`config.mk`:
```
export PLATFORM = sky130hd
export DESIGN_NAME = tensor_core_stream_controller
export DESIGN_NICKNAME = d
export VERILOG_FILES = /design/src/rtl/tensor_core_stream_controller.sv
export SDC_FILE = /design/constraint.sdc
export NUM_CORES = 1
export LEC_CHECK = 0
export CAP_MARGIN = 20
export CORE_UTILIZATION = 50
export DETAILED_ROUTE_END_ITERATION = 16
export GPL_TIMING_DRIVEN = 0
export PLACE_DENSITY_LB_ADDON = 0.25
export SETUP_SLACK_MARGIN = 0.05
export SLEW_MARGIN = 20
export SYNTH_ARGS = -nofsm -noshare
export SYNTH_HDL_FRONTEND = slang
export SYNTH_SLANG_ARGS = --single-unit
```
`constraint.sdc`:
```
create_clock -name clock_in -period 9.2 [get_ports clock_in]
set_clock_uncertainty 0.1 [all_clocks]
set_input_delay 0.92 -clock clock_in [delete_from_list [all_inputs] [get_ports clock_in]]
set_output_delay 0.92 -clock clock_in [all_outputs]
set_load 0.01 [all_outputs]
```
`src/rtl/tensor_core_stream_controller.sv`:
```
// Instruction/burst controller for the tensor core: decodes commands in IDLE,
// streams operand matrices in, result-buffer beats out, and runs the
// start/done handshake with the tensor core.
// Optional feature macro: TENSOR_CORE_STREAM_AUTO_OPERATE_EN (write bursts
// chain straight into OPERATE using command bits [5:4] as the select).
module tensor_core_stream_controller #(
  parameter int unsigned DATA_WIDTH = 8,
  parameter int unsigned DIM        = 3,
  parameter int unsigned LANES      = 2
) (
  input  logic                           clock_in,
  input  logic                           reset_in,
  input  logic [LANES*DATA_WIDTH-1:0]    instruction_in,
  output logic [LANES*DATA_WIDTH-1:0]    controller_output_out,
  output logic                           output_valid_out,
  output logic                           busy_out,
  output logic                           tensor_core_start_out,
  output logic [1:0]                     tensor_core_select_out,
  input  logic                           tensor_core_done_in,
  output logic [DIM*DIM*DATA_WIDTH-1:0]  tensor_core_input1_out,
  output logic [DIM*DIM*DATA_WIDTH-1:0]  tensor_core_input2_out,
  input  logic [DIM*DIM*DATA_WIDTH-1:0]  tensor_core_result_in
);

  localparam int unsigned W  = LANES * DATA_WIDTH;
  localparam int unsigned NE = DIM * DIM;
  localparam int unsigned MW = NE * DATA_WIDTH;
  localparam int unsigned BW = (2 * NE + LANES - 1) / LANES;
  localparam int unsigned B1 = (NE + LANES - 1) / LANES;
  localparam int unsigned BR = (NE + LANES - 1) / LANES;
  localparam int unsigned CW = $clog2(BW + 1);

  localparam logic [1:0] OP_OPERATE = 2'b01;
  localparam logic [1:0] OP_BURST   = 2'b10;

  localparam logic [1:0] BS_READ       = 2'b00;
  localparam logic [1:0] BS_WRITE      = 2'b01;
  localparam logic [1:0] BS_READ_WRITE = 2'b10;
  localparam logic [1:0] BS_M1_WRITE   = 2'b11;

  typedef enum logic [2:0] {
    S_IDLE,
    S_WRITE,
    S_READ,
    S_READ_WRITE,
    S_OPERATE
  } state_e;

  state_e          state_q, state_d;
  logic [CW-1:0]   cnt_q, cnt_d;
  logic            m1only_q, m1only_d;
  logic [MW-1:0]   m1_q, m1_d;
  logic [MW-1:0]   m2_q, m2_d;
  logic [MW-1:0]   res_q, res_d;
  logic [W-1:0]    out_q, out_d;
  logic            valid_q, valid_d;
  logic            busy_q, busy_d;
  logic            start_q, start_d;
  logic [1:0]      sel_q, sel_d;

  logic            rd_en_c;
  logic            wr_en_c;
  int unsigned     rd_idx_c;
  int unsigned     rd_next_c;
  logic [W-1:0]    rd_data_c;
  logic            wr_last_c;

  // State and datapath registers
  always_ff @(posedge clock_in or posedge reset_in) begin
    if (reset_in) begin
      state_q  <= S_IDLE;
      cnt_q    <= '0;
      m1only_q <= 1'b0;
      m1_q     <= '0;
      m2_q     <= '0;
      res_q    <= '0;
      out_q    <= '0;
      valid_q  <= 1'b0;
      busy_q   <= 1'b0;
      start_q  <= 1'b0;
      sel_q    <= 2'b00;
    end else begin
      state_q  <= state_d;
      cnt_q    <= cnt_d;
      m1only_q <= m1only_d;
      m1_q     <= m1_d;
      m2_q     <= m2_d;
      res_q    <= res_d;
      out_q    <= out_d;
      valid_q  <= valid_d;
      busy_q   <= busy_d;
      start_q  <= start_d;
      sel_q    <= sel_d;
    end
  end

  // Command decode, beat sequencing and storage/result updates
  always_comb begin
    state_d   = state_q;
    cnt_d     = cnt_q;
    m1only_d  = m1only_q;
    m1_d      = m1_q;
    m2_d      = m2_q;
    res_d     = res_q;
    out_d     = out_q;
    valid_d   = 1'b0;
    start_d   = 1'b0;
    sel_d     = sel_q;
    rd_en_c   = 1'b0;
    wr_en_c   = 1'b0;
    rd_idx_c  = 0;
    rd_next_c = 32'(cnt_q) + 32'd1;
    rd_data_c = '0;
    wr_last_c = m1only_q ? (cnt_q == CW'(B1 - 1)) : (cnt_q == CW'(BW - 1));

    case (state_q)
      S_IDLE: begin
        cnt_d = '0;
        if (instruction_in[1:0] == OP_OPERATE) begin
          sel_d   = instruction_in[3:2];
          start_d = 1'b1;
          state_d = S_OPERATE;
        end else if (instruction_in[1:0] == OP_BURST) begin
          case (instruction_in[3:2])
            BS_READ: begin
              rd_en_c = 1'b1;
              state_d = (BR > 1) ? S_READ : S_IDLE;
            end
            BS_WRITE, BS_M1_WRITE: begin
              m1only_d = (instruction_in[3:2] == BS_M1_WRITE);
              state_d  = S_WRITE;
`ifdef TENSOR_CORE_STREAM_AUTO_OPERATE_EN
              sel_d    = instruction_in[5:4];
`endif
            end
            BS_READ_WRITE: begin
              rd_en_c  = 1'b1;
              m1only_d = 1'b0;
              state_d  = S_READ_WRITE;
            end
            default: ;
          endcase
        end
      end

      S_WRITE: begin
        wr_en_c = 1'b1;
        if (wr_last_c) begin
          cnt_d = '0;
`ifdef TENSOR_CORE_STREAM_AUTO_OPERATE_EN
          state_d = S_OPERATE;
          start_d = 1'b1;
`else
          state_d = S_IDLE;
`endif
        end else begin
          cnt_d = cnt_q + CW'(1);
        end
      end

      S_READ: begin
        rd_en_c  = 1'b1;
        rd_idx_c = rd_next_c;
        if (rd_next_c >= BR - 1) begin
          cnt_d   = '0;
          state_d = S_IDLE;
        end else begin
          cnt_d = cnt_q + CW'(1);
        end
      end

      S_READ_WRITE: begin
        wr_en_c = 1'b1;
        if (rd_next_c < BR) begin
          rd_en_c  = 1'b1;
          rd_idx_c = rd_next_c;
        end
        if (cnt_q == CW'(BW - 1)) begin
          cnt_d   = '0;
          state_d = S_IDLE;
        end else begin
          cnt_d = cnt_q + CW'(1);
        end
      end

      S_OPERATE: begin
        if (tensor_core_done_in) begin
          res_d   = tensor_core_result_in;
          state_d = S_IDLE;
        end
      end

      default: state_d = S_IDLE;
    endcase

    // Read beat from the result buffer; lanes past the last element read 0
    for (int unsigned l = 0; l < LANES; l++) begin
      if (rd_idx_c * LANES + l < NE) begin
        rd_data_c[l*DATA_WIDTH +: DATA_WIDTH] =
          res_q[(rd_idx_c * LANES + l)*DATA_WIDTH +: DATA_WIDTH];
      end
    end
    if (rd_en_c) begin
      out_d   = rd_data_c;
      valid_d = 1'b1;
    end

    // Write beat into operand storage; matrix1 first, then matrix2
    if (wr_en_c) begin
      for (int unsigned l = 0; l < LANES; l++) begin
        if (32'(cnt_q) * LANES + l < NE) begin
          m1_d[(32'(cnt_q) * LANES + l)*DATA_WIDTH +: DATA_WIDTH] =
            instruction_in[l*DATA_WIDTH +: DATA_WIDTH];
        end else if (!m1only_q && (32'(cnt_q) * LANES + l < 2 * NE)) begin
          m2_d[(32'(cnt_q) * LANES + l - NE)*DATA_WIDTH +: DATA_WIDTH] =
            instruction_in[l*DATA_WIDTH +: DATA_WIDTH];
        end
      end
    end

    busy_d = (state_d != S_IDLE);
  end

  assign controller_output_out  = out_q;
  assign output_valid_out       = valid_q;
  assign busy_out               = busy_q;
  assign tensor_core_start_out  = start_q;
  assign tensor_core_select_out = sel_q;
  assign tensor_core_input1_out = m1_q;
  assign tensor_core_input2_out = m2_q;

endmodule

```
Yosys cells after proc, flatten, opt, wreduce, memory -nomap -nowiden:

Index checks and enable logic that the tools add are counted.

* latch bits: 0
* memories kept: 0
* memory bits (read-only): 0
* output and inout bits: 165
* bits in writable memories: 0
* register bits after elaboration: 245

* multipliers: 0
* multiplexer cells: 39
* reductions and logical operators: 14
* bitwise gates (word level): 1
* magnitude comparators: 8
* $add $sub $neg: 10
* shift-type cells: 10
* divide/modulo/power cells: 0
* eq/ne operators: 11

Operators with widths (count)
* $mux 72: 8
* $bwmux 72: 4
* $shift 8x34->72 const A: 4
* $shiftx 8x34->72: 4
* $shiftx 72x33->8: 2
* $neg 32->34: 3
* $lt 32x4->1 const B: 3
* $neg 8->34: 1
* $add 32x1->32 const B: 1
* $lt 32x5->1 const B: 1
* $mux 3: 6
* $mux 8: 2
* $pmux 4 s4: 1
* $pmux 3 s5: 1
* $mux 4: 3
* $pmux 5 s2: 1
* $mux 1: 9
* $pmux 3 s3: 1
* $sub 6x4->7 const B: 1
* $add 5x1->6 const B: 1
* $eq 2x2->1 const B: 3
* $eq 3x2->1 const B: 2
* $reduce_or 2->1: 3
* $sub 5x4->6 const B: 1
* other kinds (24): 27

Depth between registers and ports, before layout:

Gate-level depths: netlist (run 1).

* depth after elaboration: 10
* depth in mapped cells: 14
* gate-level depth less buffers: 12

Least setup slack after synthesis (run 1):

No wires, ideal clock.

* path type: reg2reg
* from: register cnt_q[0]
* to: register m2_q[21], in the netlist tensor_core_input2_out[21]
* cell stages (with the launch flop): 15
* clock period less this slack: 3.393 ns
* data required time: 8.966 ns
* data arrival time: 3.159 ns
* setup slack: 5.807 ns
* path buffers: 3
* library setup time: 0.134 ns
* cell sequence: dfrtp_1 -> clkbuf_1 -> buf_1 -> nor3_1 -> nand2_1 -> inv_1 -> nand2_1 -> ha_1 -> nor4b_2 -> nand3_1 -> a2111oi_4 -> nand3_4 -> buf_6 -> nand2_1 -> o31ai_1

* word-level cells in the longest chain between the ends: 10

Ends and longest elaborated chain
* from (decl): line 50 `logic [CW-1:0] cnt_q, cnt_d;`
* from (signal assigned): line 84 `cnt_q <= cnt_d;`
* branches (longest 9 deep; another with $neg 32->34)
* $mux 72 *: line 211 `if (32'(cnt_q) * LANES + l < NE) begin`
* to (signal assigned): line 87 `m2_q <= m2_d;`
* to (decl): line 53 `logic [MW-1:0] m2_q, m2_d;`

Every way passes the cells marked *. The select of a mux whose other input is x is not followed.
A chain may end at the register's enable or synchronous reset.

Worst setup path in the final report (run 1):

Same ends and word-level chain as after synthesis.

==> impl_results.md, run 1 <==
- Setup repair after global routing missed its margin: false
- Total congestion overflow: 0
- TritonCTS clock tree: done
- Site Rows: 53
- Syn nets: 1,065
- Worst-case reg-to-reg path depth: 14
- First-pass iteration count of the detailed router: 5
- Ratio of routed vias to standard cells: 5.53
- Seq/Total Area, Yosys: 57.3%
- WHS Endpoint: tensor_core_input1_out[40]$_DFFE_PP0P_
- Proportion of synthesized flip-flops having asynchronous set or reset: 100%
- Post-synth EDFFs: 0
- Final cycle utilization of the critical path: 44.8%
- Fraction of layout cells with a size suffix above 1: 15.2%
- Slew at the pin closest to its max-slew limit: approximately 0.93 ns
- Final weighted congestion in routability-driven placement: slightly above 0.8
- Top_reg_cell synth: dfrtp_1
- Crit Reg-Reg Startpoint: cnt_q[0]$_DFFE_PP0P_
- Final Instance Area: roughly 15,000 µm²
- Hold path startpoint: tensor_core_input1_out[40]$_DFFE_PP0P_
- Setup slack of the critical path after layout: 5.08 ns
- Fraction of the mapped netlist area in compound gates: 11.2%
- Number of filler cells placed in the layout: 1,570
- CTS H-Tree Depth: 1
- Portion of netlist area occupied by mux cells: 13.1%
- Setup CP Type: register to register
- Status: finished clean
- Die span in y: 148 µm
- Setup Buffers After CTS: 0
- Worst slack at placement: 5.07 ns
- Ranking of synthesized cells by instance count: dfrtp_1, nand2_1, mux2_2
- Power density over the cells: 296 nW/µm²
- Mapped Cells: 955
- Routed wire length per instance: 18.9 µm
- Placed cell area: 13,700 µm²
- Initial core utilization: 50.9%
- Number of maximum-capacitance constraint violations: 0
- Number of hold-repair buffers added at the cts stage: 0
- Required arrival time at the worst endpoint: 9.48 ns
- Number of unique standard cell types used by synthesis: 62
- Synth Area in XOR/XNOR: 0.234%
- Largest cells by area after synthesis: dfrtp_1, mux2_2, nand2_1, o21ai_0, ha_1
- Width of the die: 148 µm
- Iteration-0 DRC count of the detailed router: between 400 and 500
- Total count of max-transition violations in the final report: 0
- Detailed Route WL: between 20,000 and 30,000 µm
- Vias in the first global route: about 8,500
- Number of sinks on the clock net: roughly 250
- Post-Place Cells: 1,486
- Startpoint type of the worst setup path: register
- Number of buffers added by the clock tree synthesis step: 25
- Total Power: 4.30 mW
- Core ar.: roughly 21,000 µm²
- Hpwl dp: roughly 21,000 µm
- Leak: 6.42 nW
- Post-route ant nets: 0
- Antenna diode count: 0
- CP Capture Type: register
- CTS Root Buffer Type: clkbuf_16
- WHS Path Cells: 2
- Clock latency on the worst-skew pair: approximately 0.52 ns
- Post-synthesis cell area: 10,700 µm²
- Clock slew seen by the registers of the worst setup and hold paths: 0.06 ns
- Input/output buffers: ~250
- Yosys reg bits: 245
- Worst hold margin: 0.374 ns
- Post-synth top area share: between 50% and 60%
- Class of the tightest hold or removal check: register to register
- Arrival time reported for the critical path endpoint: 4.40 ns
- Setup-failing EPs final: 0
- Adder-Cell Fraction of Synth Area: under 10%
- Achievable frequency: 243 MHz
- Flop2flop setup slack: 5.08 ns
- Number of antenna violations at the first check in global routing: 0
- # nets final: 1,348
- Total count of hold-check failures in the final report: 0
- GRT Total Usage: 26.6%
- DR DRC count: 0
- Largest voltage drop on the vdd net: 0.199 mV
- Most common cell in the synthesized netlist: dfrtp_1
- Top cell type by total area after synthesis: dfrtp_1
- Area growth from synthesis to layout: 35.4%
- Routed via count: 8,458
- Post-cts repair resize count: 0
- Maximum number of pins on one net before global-route repair: 94
- Combinational family with the most area after synthesis: simple AND/OR/NAND/NOR gates
- Wire length of the first global-routing pass: 45,400 µm
- Final Instance Count excl. Fillers: 1,529
- Endpoint of the worst-slack reg-to-reg timing path: tensor_core_input2_out[21]$_DFFE_PP0P_
- Max FO, Critical Path: 10
- Total Die Area: 22,000 µm²
- Simple-gate share of the synthesized area: 13.1%
- Ports placed on the boundary: ~260
- Maximum count of clock buffers along a single path: 3
- Worst-case headroom to the max-slew limit: between 30 and 40%
- Number of warnings issued by yosys: 0
- Post-layout min period: 4.12 ns
- Mean instance size in the synthesized netlist: about 11 µm²
[sequential cells by signal, indices dropped and copies added, names as in the netlist]
signal / count
tensor_core_start_out: 1
output_valid_out: 1
cnt_q: 4
tensor_core_input2_out: 72
busy_out: 1
m1only_q: 1
res_q: 72
tensor_core_input1_out: 72
controller_output_out: 16
tensor_core_select_out: 2
state_q: 3
[stage by stage]
step	util [%]	TNS, ns
after global routing	69.0	0
after CTS	69.0	0
after floorplan	-	0
after global placement	64.7	-361.59
final	69.0	0
after detailed placement	65.0	0
[per-layer routing]
metal	wire length [µm]	vias up	GRT usage [%]	part of all wire (%)
li1	-	3903	-	-
met1	11600	4175	33.9	40
met2	14400	327	45.2	50
met3	2060	53	5.28	7.1
met4	775	0	8.97	2.7
met5	0	-	0	0
[worst max path at each step]
| stage | from | endpoint | slack, ns | cells past startpoint |
|---|---|---|---|---|
| floorplan | reset_in | busy_out$_DFF_PP0_ | 1.45 | 1 |
| global placement | reset_in | tensor_core_input2_out[57]$_DFFE_PP0P_ | -1.50 | 2 |
| detailed placement | cnt_q[0]$_DFFE_PP0P_ | tensor_core_input2_out[35]$_DFFE_PP0P_ | 5.07 | 14 |
| CTS | cnt_q[0]$_DFFE_PP0P_ | tensor_core_input2_out[35]$_DFFE_PP0P_ | 5.05 | 14 |
| global route | cnt_q[0]$_DFFE_PP0P_ | tensor_core_input2_out[35]$_DFFE_PP0P_ | 4.81 | 14 |
| finish | cnt_q[0]$_DFFE_PP0P_ | tensor_core_input2_out[21]$_DFFE_PP0P_ | 5.08 | 14 |
[critical path, stage by stage (launching register included)]
cell and delay, ns:
dfrtp_1 0.49, clkbuf_1 0.36, buf_1 0.60, nor3_1 0.17, nand2_1 0.14, inv_1 0.07
nand2_1 0.07, ha_1 0.24, nor4b_2 0.30, nand3_1 0.19, a2111oi_4 0.74, nand3_4 0.18
buf_6 0.19, nand2_1 0.06, o31ai_1 0.06
[power by group]
group          switching [mW]  internal, mW
clock network           0.416         0.629
registers               0.211          1.45
logic                   0.812         0.782
[kinds of logic (layout without fill, tap and decap cells)]
| family | count (synthesis) | after routing |
|---|---|---|
| AND/OR/NAND/NOR | 304 | 304 |
| flip-flops | 245 | 245 |
| AO/OA/AOI/OAI | 189 | 189 |
| multiplexers | 126 | 126 |
| buffers and inverters | 70 | 369 |
| adder cells (fa/ha/maj) | 19 | 19 |
| XOR/XNOR | 2 | 2 |
[cell usage in the layout, fill, tap and decap left out, types with 8 or more instances in the layout]
cell type	count
o21ai_0	81
nand2_1	196
a21oi_1	10
mux2i_1	14
mux2_2	112
clkbuf_1	34
buf_2	13
o21ai_1	21
o31ai_1	17
clkdlybuf4s50_1	254
ha_1	18
inv_1	19
nor3_1	8
nor2_1	15
nand2b_1	8
dfrtp_1	245
nand3_1	29
clkbuf_16	25
[layout make-up]
cell class	count	area (µm²)	share of cell area, %
sequential	245	6130	42.3
tap	275	344	2.37
buffer	49	219	1.51
timing repair buffer	256	2600	17.9
clock buffer	34	719	4.96
multi-input combinational	640	4280	29.5
clock inverter	9	126	0.871
inverter	21	86.3	0.595
(Power assumes the default switching activity.)
==> run 2, diff against run 1 <==
--- a/config.mk
+++ b/config.mk
@@ -6,7 +6,7 @@
 export NUM_CORES = 1
 export LEC_CHECK = 0
 export CAP_MARGIN = 20
-export CORE_UTILIZATION = 50
+export CORE_UTILIZATION = 45
 export DETAILED_ROUTE_END_ITERATION = 16
 export GPL_TIMING_DRIVEN = 0
 export PLACE_DENSITY_LB_ADDON = 0.25
==> constraint.sdc (replaced) <==
create_clock -name clock_in -period 3.64 [get_ports clock_in]
set_clock_uncertainty 0.1 [all_clocks]
set_input_delay 0.364 -clock clock_in [delete_from_list [all_inputs] [get_ports clock_in]]
set_output_delay 0.364 -clock clock_in [all_outputs]
set_load 0.01 [all_outputs]
==> run 2 against run 1 <==
Against the previous run: cell area rose by 2.3%; sequential share of layout area down 0.95 points; critical path type unchanged; global-route usage shrank 2.1 points.
==> impl_results.md, run 2 (synthesis gave the netlist of run 1 again) <==
- Routed wire length per instance: 18.4 µm (-2.2%)
- Setup CP Type: register to register
- Placed cell area: 13,800 µm² (+1.3%)
- Leak: 6.55 nW (+2.0%)
- Ports placed on the boundary: 256 (unchanged)
- Hpwl dp: 21,900 µm (+2.8%)
- Crit. Startpoint: cnt_q[0]$_DFFE_PP0P_
- Final cycle utilization of the critical path: 93.9% (+49 points)
- GRT Total Usage: 24.4% (-2.1 points)
- Wire length of the first global-routing pass: 46,500 µm (+2.5%)
- Max FO, Critical Path: 10 (unchanged)
- Setup-failing EPs final: 0 (unchanged)
- Detailed-routed wire length on met3: 1880 µm (-8.6%)
- Post-layout min period: 3.42 ns (-0.703 ns)
- Maximum count of clock buffers along a single path: 3 (unchanged)
- Startpoint type of the worst setup path: register
- Class of the tightest hold or removal check: primary input to asynchronous set/reset pin
- Final weighted congestion in routability-driven placement: 0.834 (+0.87%)
- Number of maximum-capacitance constraint violations: 0 (unchanged)
- TritonCTS clock tree: done
- Number of sinks on the clock net: 245 (unchanged)
- Area growth from synthesis to layout: 38.6%
- Detailed Route WL: 29,300 µm (+1.6%)
- Slew at the pin closest to its max-slew limit: 0.938 ns (+0.0114 ns)
- Power density over the cells: 749 nW/µm² (+150%)
- First-pass iteration count of the detailed router: 5 (unchanged)
- Crit Reg-Reg Startpoint: cnt_q[0]$_DFFE_PP0P_
- Number of antenna violations at the first check in global routing: 0 (unchanged)
- Setup slack of the critical path after layout: 0.223 ns (-4.86 ns)
- Most frequent standard cell in the layout excluding fill and tap cells: clkdlybuf4s50_1
- # nets final: 1,360 (+0.89%)
- DR DRC count: 0 (unchanged)
- Total count of max-transition violations in the final report: 0 (unchanged)
- Site Rows: 56 (+5.7%)
- Worst-case reg-to-reg path depth: 15 (+1)
- Total Die Area: 24,400 µm² (+11%)
- Length of routed wiring on met1: 11,900 µm (+2.5%)
- Clock latency on the worst-skew pair: 0.52 ns (about the same)
- Met2 wire length: 14,900 µm (+3.6%)
- Leading cell types in the layout, fill and taps excluded: clkdlybuf4s50_1, dfrtp_1, nand2_1
- Number of buffers added by the clock tree synthesis step: 26 (+4.0%)
- Worst-case headroom to the max-slew limit: 37.0% (-0.76 points)
- Top Layer Used: met4
- Ratio of routed vias to standard cells: 5.29 (-4.3%)
- Endpoint of the worst-slack reg-to-reg timing path: tensor_core_input2_out[35]$_DFFE_PP0P_
- Setup repair after global routing missed its margin: true
- Worst hold margin: 0.167 ns (-0.207 ns)
- Core ar.: 23,400 µm² (+11%)
- Arrival time reported for the critical path endpoint: 3.71 ns (-0.69 ns)
- Clock slew seen by the registers of the worst setup and hold paths: 0.06 ns (about the same)
- CTS Root Buffer Type: clkbuf_16
- Achievable frequency: 293 MHz (+21%)
- Routed via count: 8,409 (-0.58%)
- Final Instance Area: 14,800 µm² (+2.3%)
- Largest voltage drop on the vdd net: 0.563 mV (+180%)
- Maximum number of pins on one net before global-route repair: 35 (-63%)
- Vias in the first global route: 8,588 (+1.3%)
- Input/output buffers: 254 (unchanged)
- CTS H-Tree Depth: 1 (unchanged)
- Initial core utilization: 45.8% (-5.2 points)
- Worst slack at placement: -0.472 ns (-5.55 ns)
- Number of hold-repair buffers added at the cts stage: 0 (unchanged)
- Flop2flop setup slack: 0.22 ns (-4.86 ns)
- Iteration-0 DRC count of the detailed router: 460 (-1.1%)
- Post-route ant nets: 0 (unchanged)
- Total count of hold-check failures in the final report: 0 (unchanged)
- Die span in y: 156 µm (+5.3%)
- Fraction of layout cells with a size suffix above 1: 16.9% (+1.8 points)
- Antenna diode count: 0 (unchanged)
- CP Capture Type: register
- Capture point of the critical path: tensor_core_input2_out[35]$_DFFE_PP0P_
- Required arrival time at the worst endpoint: 3.94 ns (-5.54 ns)
- Total congestion overflow: 0 (unchanged)
- Status: finished clean
- Width of the die: 156 µm (+5.3%)
==> run 2: worst max-delay path, stage by stage (launching register included) <==
cell       delay, ns
dfrtp_2         0.46
buf_2           0.20
clkbuf_4        0.25
nor3_4          0.18
nand2_1         0.11
inv_1           0.09
nand2_1         0.06
ha_1            0.30
nand4b_1        0.10
or3_1           0.37
a2111oi_4       0.39
buf_4           0.22
nand2_4         0.08
buf_2           0.20
nand2_1         0.07
o21ai_0         0.07
==> run 2: layout make-up <==
type	instances	area [µm²]
inverters	21	86.3
flip-flops and latches	245	6130
clock buffers	38	787
well taps	319	399
clock inverters	10	153
multi-input cells	640	4300
plain buffers	48	221
repair buffers	268	2760
fillers	1980	8560
==> run 2: timing repair <==
action / in CTS / in global routing
pin swaps: 1 / 1
buffers inserted: 2 / 4
setup endpoints to repair: 48 / 47
hold endpoints to repair: 0 / 0
resized for setup: 3 / 10
==> run 2: worst min-delay path by stage <==
stage	start	endpoint	cells past startpoint
CTS	reset_in	tensor_core_input2_out[71]$_DFFE_PP0P_	2
global route	reset_in	tensor_core_input2_out[71]$_DFFE_PP0P_	2
finish	reset_in	tensor_core_input2_out[71]$_DFFE_PP0P_	2
global placement	tensor_core_input2_out[21]$_DFFE_PP0P_	tensor_core_input2_out[21]$_DFFE_PP0P_	2
detailed placement	tensor_core_input1_out[26]$_DFFE_PP0P_	tensor_core_input1_out[26]$_DFFE_PP0P_	2
floorplan	res_q[65]$_DFFE_PP0P_	controller_output_out[1]$_DFFE_PP0P_	2
==> run 2: per-layer routing <==
layer | vias to the layer above | track usage (%)
li1 | 3940 | -
met3 | 43 | 4.21
met2 | 273 | 42.8
met4 | 0 | 6.02
met1 | 4153 | 31.4
met5 | - | 0
==> run 2: report_power, final <==
group          switching, mW  total [mW]  leakage [nW]  internal, mW
Sequential             0.529        4.18          2.90          3.66
Clock                   1.07        2.85         0.464          1.78
Combinational           2.08        4.09          3.18          2.00
Total                   3.68        11.1          6.55          7.44
==> run 2: stage by stage <==
stage / utilization (%) / total power [mW] / setup TNS (ns) / instances
finish: 63.4 / 11.1 / 0 / 1589
CTS: 63.2 / 11.2 / 0 / 1586
global route: 63.4 / 11.8 / 0 / 1589
global placement: 58.3 / 8.13 / -459.83 / 1528
floorplan: - / 6.36 / -10.23 / 955
detailed placement: 59.1 / 8.28 / -15.04 / 1536
